$ cat config.mk
export PLATFORM = sky130hd
export DESIGN_NAME = multicycle_control
export DESIGN_NICKNAME = d
export VERILOG_FILES = /design/src/rtl/mc_pkg.sv /design/src/rtl/alu_decoder.sv /design/src/rtl/multicycle_control.sv
export SDC_FILE = /design/constraint.sdc
export NUM_CORES = 1
export LEC_CHECK = 0
export CAP_MARGIN = 20
export CORE_MARGIN = 2
export CORE_UTILIZATION = 38
export DETAILED_ROUTE_END_ITERATION = 10
export PLACE_DENSITY_LB_ADDON = 0.2
export SYNTH_ARGS = -nofsm -noshare
export SYNTH_HDL_FRONTEND = slang
export SYNTH_HIERARCHICAL = 1
export SYNTH_SLANG_ARGS = --single-unit
$ cat constraint.sdc
create_clock -name clk -period 1.5 [get_ports clk]
set_input_delay 0.225 -clock clk [delete_from_list [all_inputs] [get_ports clk]]
set_output_delay 0.225 -clock clk [all_outputs]
set_load 0.005 [all_outputs]
$ cat src/rtl/mc_pkg.sv
// mc_pkg: shared state, opcode, funct and ALU-code definitions for the multicycle controller
package mc_pkg;
    typedef enum logic [3:0] {
        FETCH, DECODE, MEMADR, MEMREAD, MEMWB, MEMWRITE,
        EXEC, ALUWB, BRANCH, ADDIEX, ADDIWB, JUMP
    } state_t;
    localparam logic [5:0] OP_R    = 6'h00;
    localparam logic [5:0] OP_LW   = 6'h23;
    localparam logic [5:0] OP_SW   = 6'h2B;
    localparam logic [5:0] OP_BEQ  = 6'h04;
    localparam logic [5:0] OP_ADDI = 6'h08;
    localparam logic [5:0] OP_J    = 6'h02;
    localparam logic [5:0] F_ADD = 6'h20;
    localparam logic [5:0] F_SUB = 6'h22;
    localparam logic [5:0] F_AND = 6'h24;
    localparam logic [5:0] F_OR  = 6'h25;
    localparam logic [5:0] F_SLT = 6'h2A;
    localparam logic [2:0] ALU_ADD = 3'b000;
    localparam logic [2:0] ALU_SUB = 3'b001;
    localparam logic [2:0] ALU_AND = 3'b010;
    localparam logic [2:0] ALU_OR  = 3'b011;
    localparam logic [2:0] ALU_SLT = 3'b101;
    localparam logic [1:0] SRCB_REG    = 2'b00;
    localparam logic [1:0] SRCB_FOUR   = 2'b01;
    localparam logic [1:0] SRCB_IMM    = 2'b10;
    localparam logic [1:0] SRCB_IMM_SH = 2'b11;
    localparam logic [1:0] PC_ALU    = 2'b00;
    localparam logic [1:0] PC_ALUOUT = 2'b01;
    localparam logic [1:0] PC_JUMP   = 2'b10;
endpackage

$ cat src/rtl/alu_decoder.sv
// alu_decoder: maps an R-type funct field to the ALU control code and flags unsupported functs
module alu_decoder
    import mc_pkg::*;
(
    input  logic [5:0] funct,
    output logic [2:0] alu_control,
    output logic       valid
);
    always_comb begin
        alu_control = ALU_ADD;
        valid = 1'b1;
        case (funct)
            F_ADD:   alu_control = ALU_ADD;
            F_SUB:   alu_control = ALU_SUB;
            F_AND:   alu_control = ALU_AND;
            F_OR:    alu_control = ALU_OR;
            F_SLT:   alu_control = ALU_SLT;
            default: valid = 1'b0;
        endcase
    end
endmodule

$ cat src/rtl/multicycle_control.sv
// multicycle_control: main FSM sequencing the shared ALU, memory, IR and register file,
// with a wait counter stretching each memory-access state to MEM_WAIT+1 cycles.
module multicycle_control
    import mc_pkg::*;
#(
    parameter int MEM_WAIT = 0
) (
    input  logic       clk,
    input  logic       reset,
    input  logic [5:0] op,
    input  logic [5:0] funct,
    input  logic       zero,
    output logic       pc_en,
    output logic       iord,
    output logic       mem_write,
    output logic       ir_write,
    output logic       reg_dst,
    output logic       mem_to_reg,
    output logic       reg_write,
    output logic       alu_src_a,
    output logic [1:0] alu_src_b,
    output logic [1:0] pc_src,
    output logic [2:0] alu_control,
    output logic       illegal
);
    state_t state, state_next;
    logic [2:0] cnt;
    logic [2:0] funct_alu;
    logic funct_ok, op_ok, last;
    logic pc_write, branch, mem_write_i, ir_write_i, reg_write_i, illegal_i;

    alu_decoder u_alu_decoder (.funct(funct), .alu_control(funct_alu), .valid(funct_ok));

    assign last  = cnt == 3'(MEM_WAIT);
    assign op_ok = op inside {OP_R, OP_LW, OP_SW, OP_BEQ, OP_ADDI, OP_J};

    always_ff @(posedge clk) begin
        if (reset) begin
            state <= FETCH;
            cnt <= '0;
        end else begin
            state <= state_next;
            cnt <= (state_next != state) ? 3'd0 : (cnt < 3'(MEM_WAIT)) ? cnt + 3'd1 : cnt;
        end
    end

    always_comb begin
        state_next = state;
        iord = 1'b0;
        reg_dst = 1'b0;
        mem_to_reg = 1'b0;
        alu_src_a = 1'b0;
        alu_src_b = SRCB_REG;
        pc_src = PC_ALU;
        alu_control = ALU_ADD;
        pc_write = 1'b0;
        branch = 1'b0;
        mem_write_i = 1'b0;
        ir_write_i = 1'b0;
        reg_write_i = 1'b0;
        illegal_i = 1'b0;
        case (state)
            FETCH: begin
                alu_src_b = SRCB_FOUR;
                ir_write_i = last;
                pc_write = last;
                state_next = last ? DECODE : FETCH;
            end
            DECODE: begin
                alu_src_b = SRCB_IMM_SH;
                illegal_i = !op_ok;
                state_next = (op == OP_LW || op == OP_SW) ? MEMADR :
                             (op == OP_ADDI) ? ADDIEX :
                             (op == OP_R)    ? EXEC :
                             (op == OP_BEQ)  ? BRANCH :
                             (op == OP_J)    ? JUMP : FETCH;
            end
            MEMADR: begin
                alu_src_a = 1'b1;
                alu_src_b = SRCB_IMM;
                state_next = (op == OP_SW) ? MEMWRITE : MEMREAD;
            end
            MEMREAD: begin
                iord = 1'b1;
                state_next = last ? MEMWB : MEMREAD;
            end
            MEMWB: begin
                mem_to_reg = 1'b1;
                reg_write_i = 1'b1;
                state_next = FETCH;
            end
            MEMWRITE: begin
                iord = 1'b1;
                mem_write_i = last;
                state_next = last ? FETCH : MEMWRITE;
            end
            EXEC: begin
                alu_src_a = 1'b1;
                alu_control = funct_alu;
                illegal_i = !funct_ok;
                state_next = funct_ok ? ALUWB : FETCH;
            end
            ALUWB: begin
                reg_dst = 1'b1;
                reg_write_i = 1'b1;
                state_next = FETCH;
            end
            BRANCH: begin
                alu_src_a = 1'b1;
                alu_control = ALU_SUB;
                pc_src = PC_ALUOUT;
                branch = 1'b1;
                state_next = FETCH;
            end
            ADDIEX: begin
                alu_src_a = 1'b1;
                alu_src_b = SRCB_IMM;
                state_next = ADDIWB;
            end
            ADDIWB: begin
                reg_write_i = 1'b1;
                state_next = FETCH;
            end
            JUMP: begin
                pc_src = PC_JUMP;
                pc_write = 1'b1;
                state_next = FETCH;
            end
            default: state_next = FETCH;
        endcase
    end

    // Strobes are forced low while reset is held, whatever state is being left
    assign pc_en     = !reset && (pc_write || (branch && zero));
    assign mem_write = !reset && mem_write_i;
    assign ir_write  = !reset && ir_write_i;
    assign reg_write = !reset && reg_write_i;
    assign illegal   = !reset && illegal_i;
endmodule

==> results.yml, run 1 <==
outcome:
  outcome: "stopped before the end"
  failed_stage: "global routing (5_1_grt)"
  stop_error: "[ERROR DPL-0038] Utilization greater than 100%, impossible to legalize"
logic_synthesis:
  synth_xor_area_frac: 0.0461
  synth_area_um2: 571
  avgSynthCellArea_um2: 6.48
  synth_top_cells_by_area: "dfxtp_1 (14%), nor2_1 (8.6%), nor3_1 (6.1%)"
  synth_compound_area_frac: 0.217
  synth-seq-area-share: 0.140
  synthCells: 88
  synthArstFlopShare: 0
  synth_warnings: 6
  synth-seq-cells: 4
  synth_top_family_by_area: "simple AND/OR/NAND/NOR gates"
  yosysTopAreaCell: "dfxtp_1"
  ys_types: 33
  synthMostInstantiatedCell: "nor2_1"
  synth_mux_area_frac: 0.0395
  postSynthNetCount: 103
  synth-simple-area-share: 0.498
  synth_common_cells: "nor2_1 (13), nor3_1 (7), a31oi_1 (5), and3_1 (5)"
  synth_edf_count: 0
  synth_adder_area_share: 0
  synth-main-ff-cell: "dfxtp_1"
  synth_top_area_frac: 0.140
sta:
  worstEndpointGrtRepair: "reg_write"
  endpoint_type: "top-level output"
clock_network:
  hold_buffers: 0
  clock-sinks: 4
  clk_path_buf_depth: 2
  cts_root_buf: "clkbuf_4"
  htreeDepth: 1
  cts_buffers: 3
die:
  dieHeight_um: 42.8
  num_rows: 13
  start_util: 0.423
  ioPinCount: 31
  dieWidth_um: 42.8
place:
  gp_congestion: 0.927
  dpl.hpwl_um: 1790
  portBuffers: 30
grt:
  grt_max_degree: 7
through the flow:
stage	setup WS, ps	cells	util	instance area [µm²]
CTS	-142	167	0.903	1220
detailed placement	-708	160	0.823	1110
global placement	-645	160	0.823	1110
floorplan	150	88	-	571
logic make-up after synthesis:
family          after synthesis
simple gates                 51
xor+xnor                      3
flops                         4
mux                           2
buf+inv                       8
compound gates               20
repair_timing:
item,4_1_cts
pin swaps,13
setup endpoints to repair,19
buffers inserted,4
resized for setup,86
==> run 2, diff against run 1 <==
Settings changed: CORE_AREA set to 2 2 63 65, CORE_MARGIN 2 to not set, CORE_UTILIZATION 38 to not set, DIE_AREA set to 0 0 65 67, PLACE_DENSITY_LB_ADDON 0.2 to 0.15.
==> run 2 against run 1 <==
Compared with the run above: the flow now finishes, with violations (setup timing); area after synthesis is the same; synthesized cell count unchanged.
==> results.yml, run 2 <==
outcome:
  outcome: "finished, violations left"
  failed_checks: "setup timing"
die:
  dieWidth_um: 65
  start_util: 0.158
  core_um2: 3610
  num_rows: 22
  die_area_um2: 4360
  dieHeight_um: 67
  ioPinCount: 31
setup_path:
  crit_arrival_ps: 1350
  r2r_slack_ps: 130
  cp_max_fo: 4
  slowest_stage: "o41ai_4"
  endpoint_kind: "primary output"
  timing.rr.end: "state[1]"
  r2r_start: "state[2]"
  cp.depth: 4
  max_stage_delay_ps: 350
  cp.required_ps: 1270
  path_cells: "buf_6, nand2b_4, o41ai_4, buf_2"
  path_buf_inv: 2
  startpoint_type: "register"
  crit_family: "compound AO/OA/AOI/OAI gates"
  setup.worst_path.class: "reg2out"
  worst-r2r-cell-count: 4
logic_synthesis:
  synth-seq-cells: 4
  synth_compound_area_frac: 0.217
  synth_warnings: 6
  synthArstFlopShare: 0
  synth_adder_area_share: 0
  synth-simple-area-share: 0.498
  synth_common_cells: "nor2_1 (13), nor3_1 (7), a31oi_1 (5), and3_1 (5)"
  synthCells: 88
  synth_edf_count: 0
  synth_mux_area_frac: 0.0395
  synth_top_cells_by_area: "dfxtp_1 (14%), nor2_1 (8.6%), nor3_1 (6.1%)"
  avgSynthCellArea_um2: 6.48
  synth-main-ff-cell: "dfxtp_1"
  yosysTopAreaCell: "dfxtp_1"
  synth_xor_area_frac: 0.0461
  postSynthNetCount: 103
  synth_top_area_frac: 0.140
  synthMostInstantiatedCell: "nor2_1"
  synth-seq-area-share: 0.140
  synth_top_family_by_area: "simple AND/OR/NAND/NOR gates"
  ys_types: 33
  synth_area_um2: 571
sta:
  fin_ws_ps: -72.4
  max-slew-margin-rel: 0.766
  setup_violations: 3
  slew_viol_final: 0
  fin_crit_sh: 1.05
  grt_setup_unrepaired: "true"
  hold_viol_final: 0
  timing.fmax_mhz: 636
  clock_skew_ps: 3.97
  tightest_slew_ps: 350
  fin_tns_setup_ps: -126
  min_period_ps: 1570
cells_and_area:
  layout.nets: 183
  drive_gt1_frac: 0.681
  stdcell_count: 214
  fin_util: 0.409
  largest_reg_flops: 4
  n_fill_cell: 383
  regMostFlops: "state"
  final_cell_mix: "buf_4 (44), buf_2 (11), buf_6 (10)"
  syn_to_final_growth_pct: 158
  mostFrequentLayoutCell: "buf_4"
  largestRegisters: "state: 4 flops"
  diodes: 0
min_path:
  whs_path_depth: 5
  hold_path_end: "state[1]"
  hp-class: "in2reg"
  min-delay-start: "op[4]"
place:
  gp_congestion: 0.795
  dp.cells: 199
  portBuffers: 30
  dpl.hpwl_um: 1860
detailed_routing:
  dr.pass1.iters: 4
  met3WireLength_um: 57
  vias_per_cell: 4.29
  post_drt_wl_per_cell_um: 11.9
  routed-wl-met2_um: 1400
  first_iter_violations: 20
  vias: 917
  highest_layer: "met3"
  drt-met1-wl_um: 1100
  ant_nets: 0
  wl_um: 2560
  route.detailed.drc: 0
clock_network:
  htreeDepth: 1
  clock-sinks: 4
  cts_root_buf: "clkbuf_8"
  worstSkewPairLatency_ps: 220
  clk_path_buf_depth: 2
  clk_pin_slew_ps: 30
  cts_tree: "yes"
  cts_buffers: 3
power_and_ir_drop:
  p_per_area_nw_per_um2: 398
  max-vdd-ir-drop_mv: 0.291
  leakagePower_nw: 0.687
grt:
  grt_overflow: 0
  grt_pass1_wl_um: 4000
  grt_max_degree: 7
  track_usage: 0.117
  antenna_found_initial: 0
  grt_pass1_vias: 894
job:
  maxCapViolCount: 0
==> run 2: tightest hold or removal path, cell delays in order <==
cell and delay [ps]:
dlymetal6s2s_1 140, buf_4 130, nor4_2 40, o21ai_1 60
a31oi_1 70
==> run 2: cells by family (layout without fill, tap and decap cells) <==
| group | count (synthesis) | after routing |
|---|---|---|
| multiplexers | 2 | 2 |
| buffers and inverters | 8 | 86 |
| XOR/XNOR | 3 | 3 |
| flip-flops | 4 | 4 |
| AO/OA/AOI/OAI | 20 | 20 |
| AND/OR/NAND/NOR | 51 | 51 |
==> run 2: stage by stage <==
step	cell area, µm²	worst slack [ps]	hold slack, ps	total power [mW]
2_1_floorplan	571	150	315	0.179
3_3_place_gp	1200	-662	642	0.316
3_5_place_dp	1200	-705	641	0.317
4_1_cts	1370	-159	508	0.564
5_1_grt	1470	-117	562	0.624
6_report	1470	-72.4	508	0.586
==> run 2: worst max-delay path by stage <==
| stage | start | end | slack, ps |
|---|---|---|---|
| 2_1_floorplan | funct[1] | state[2] | 150 |
| 3_3_place_gp | op[1] | illegal | -660 |
| 3_5_place_dp | funct[1] | alu_control[0] | -710 |
| 4_1_cts | state[3] | alu_control[0] | -160 |
| 5_1_grt | state[2] | alu_control[0] | -120 |
| 6_report | state[0] | illegal | -70 |
==> run 2: per-layer routing <==
| layer | global-route usage | up-vias |
|---|---|---|
| li1 | - | 479 |
| met1 | 0.137 | 421 |
| met2 | 0.228 | 17 |
| met3 | 0.0101 | 0 |
| met4 | 0.0239 | 0 |
| met5 | 0 | - |
==> run 2: power breakdown <==
part / internal [mW] / total, mW / switching [mW]
clock: 0.171 / 0.224 / 0.0534
sequential: 0.106 / 0.110 / 0.00379
combinational: 0.142 / 0.252 / 0.109
==> run 2: final cells by class <==
class | count | area (µm²) | area share
multi-input combinational | 76 | 652 | 0.442
timing repair buffer | 81 | 618 | 0.419
sequential | 4 | 95.1 | 0.0645
tap | 48 | 60.1 | 0.0407
clock buffer | 3 | 41.3 | 0.0280
inverter | 2 | 7.51 | 0.00509
==> run 2: repair_timing <==
action,CTS,global route
hold buffers,0,0
setup endpoints to repair,20,20
pin swaps,9,16
gates resized for setup,97,53
cloned,0,0
setup buffers,9,3
Note: power is estimated with default switching activity, not from simulation.
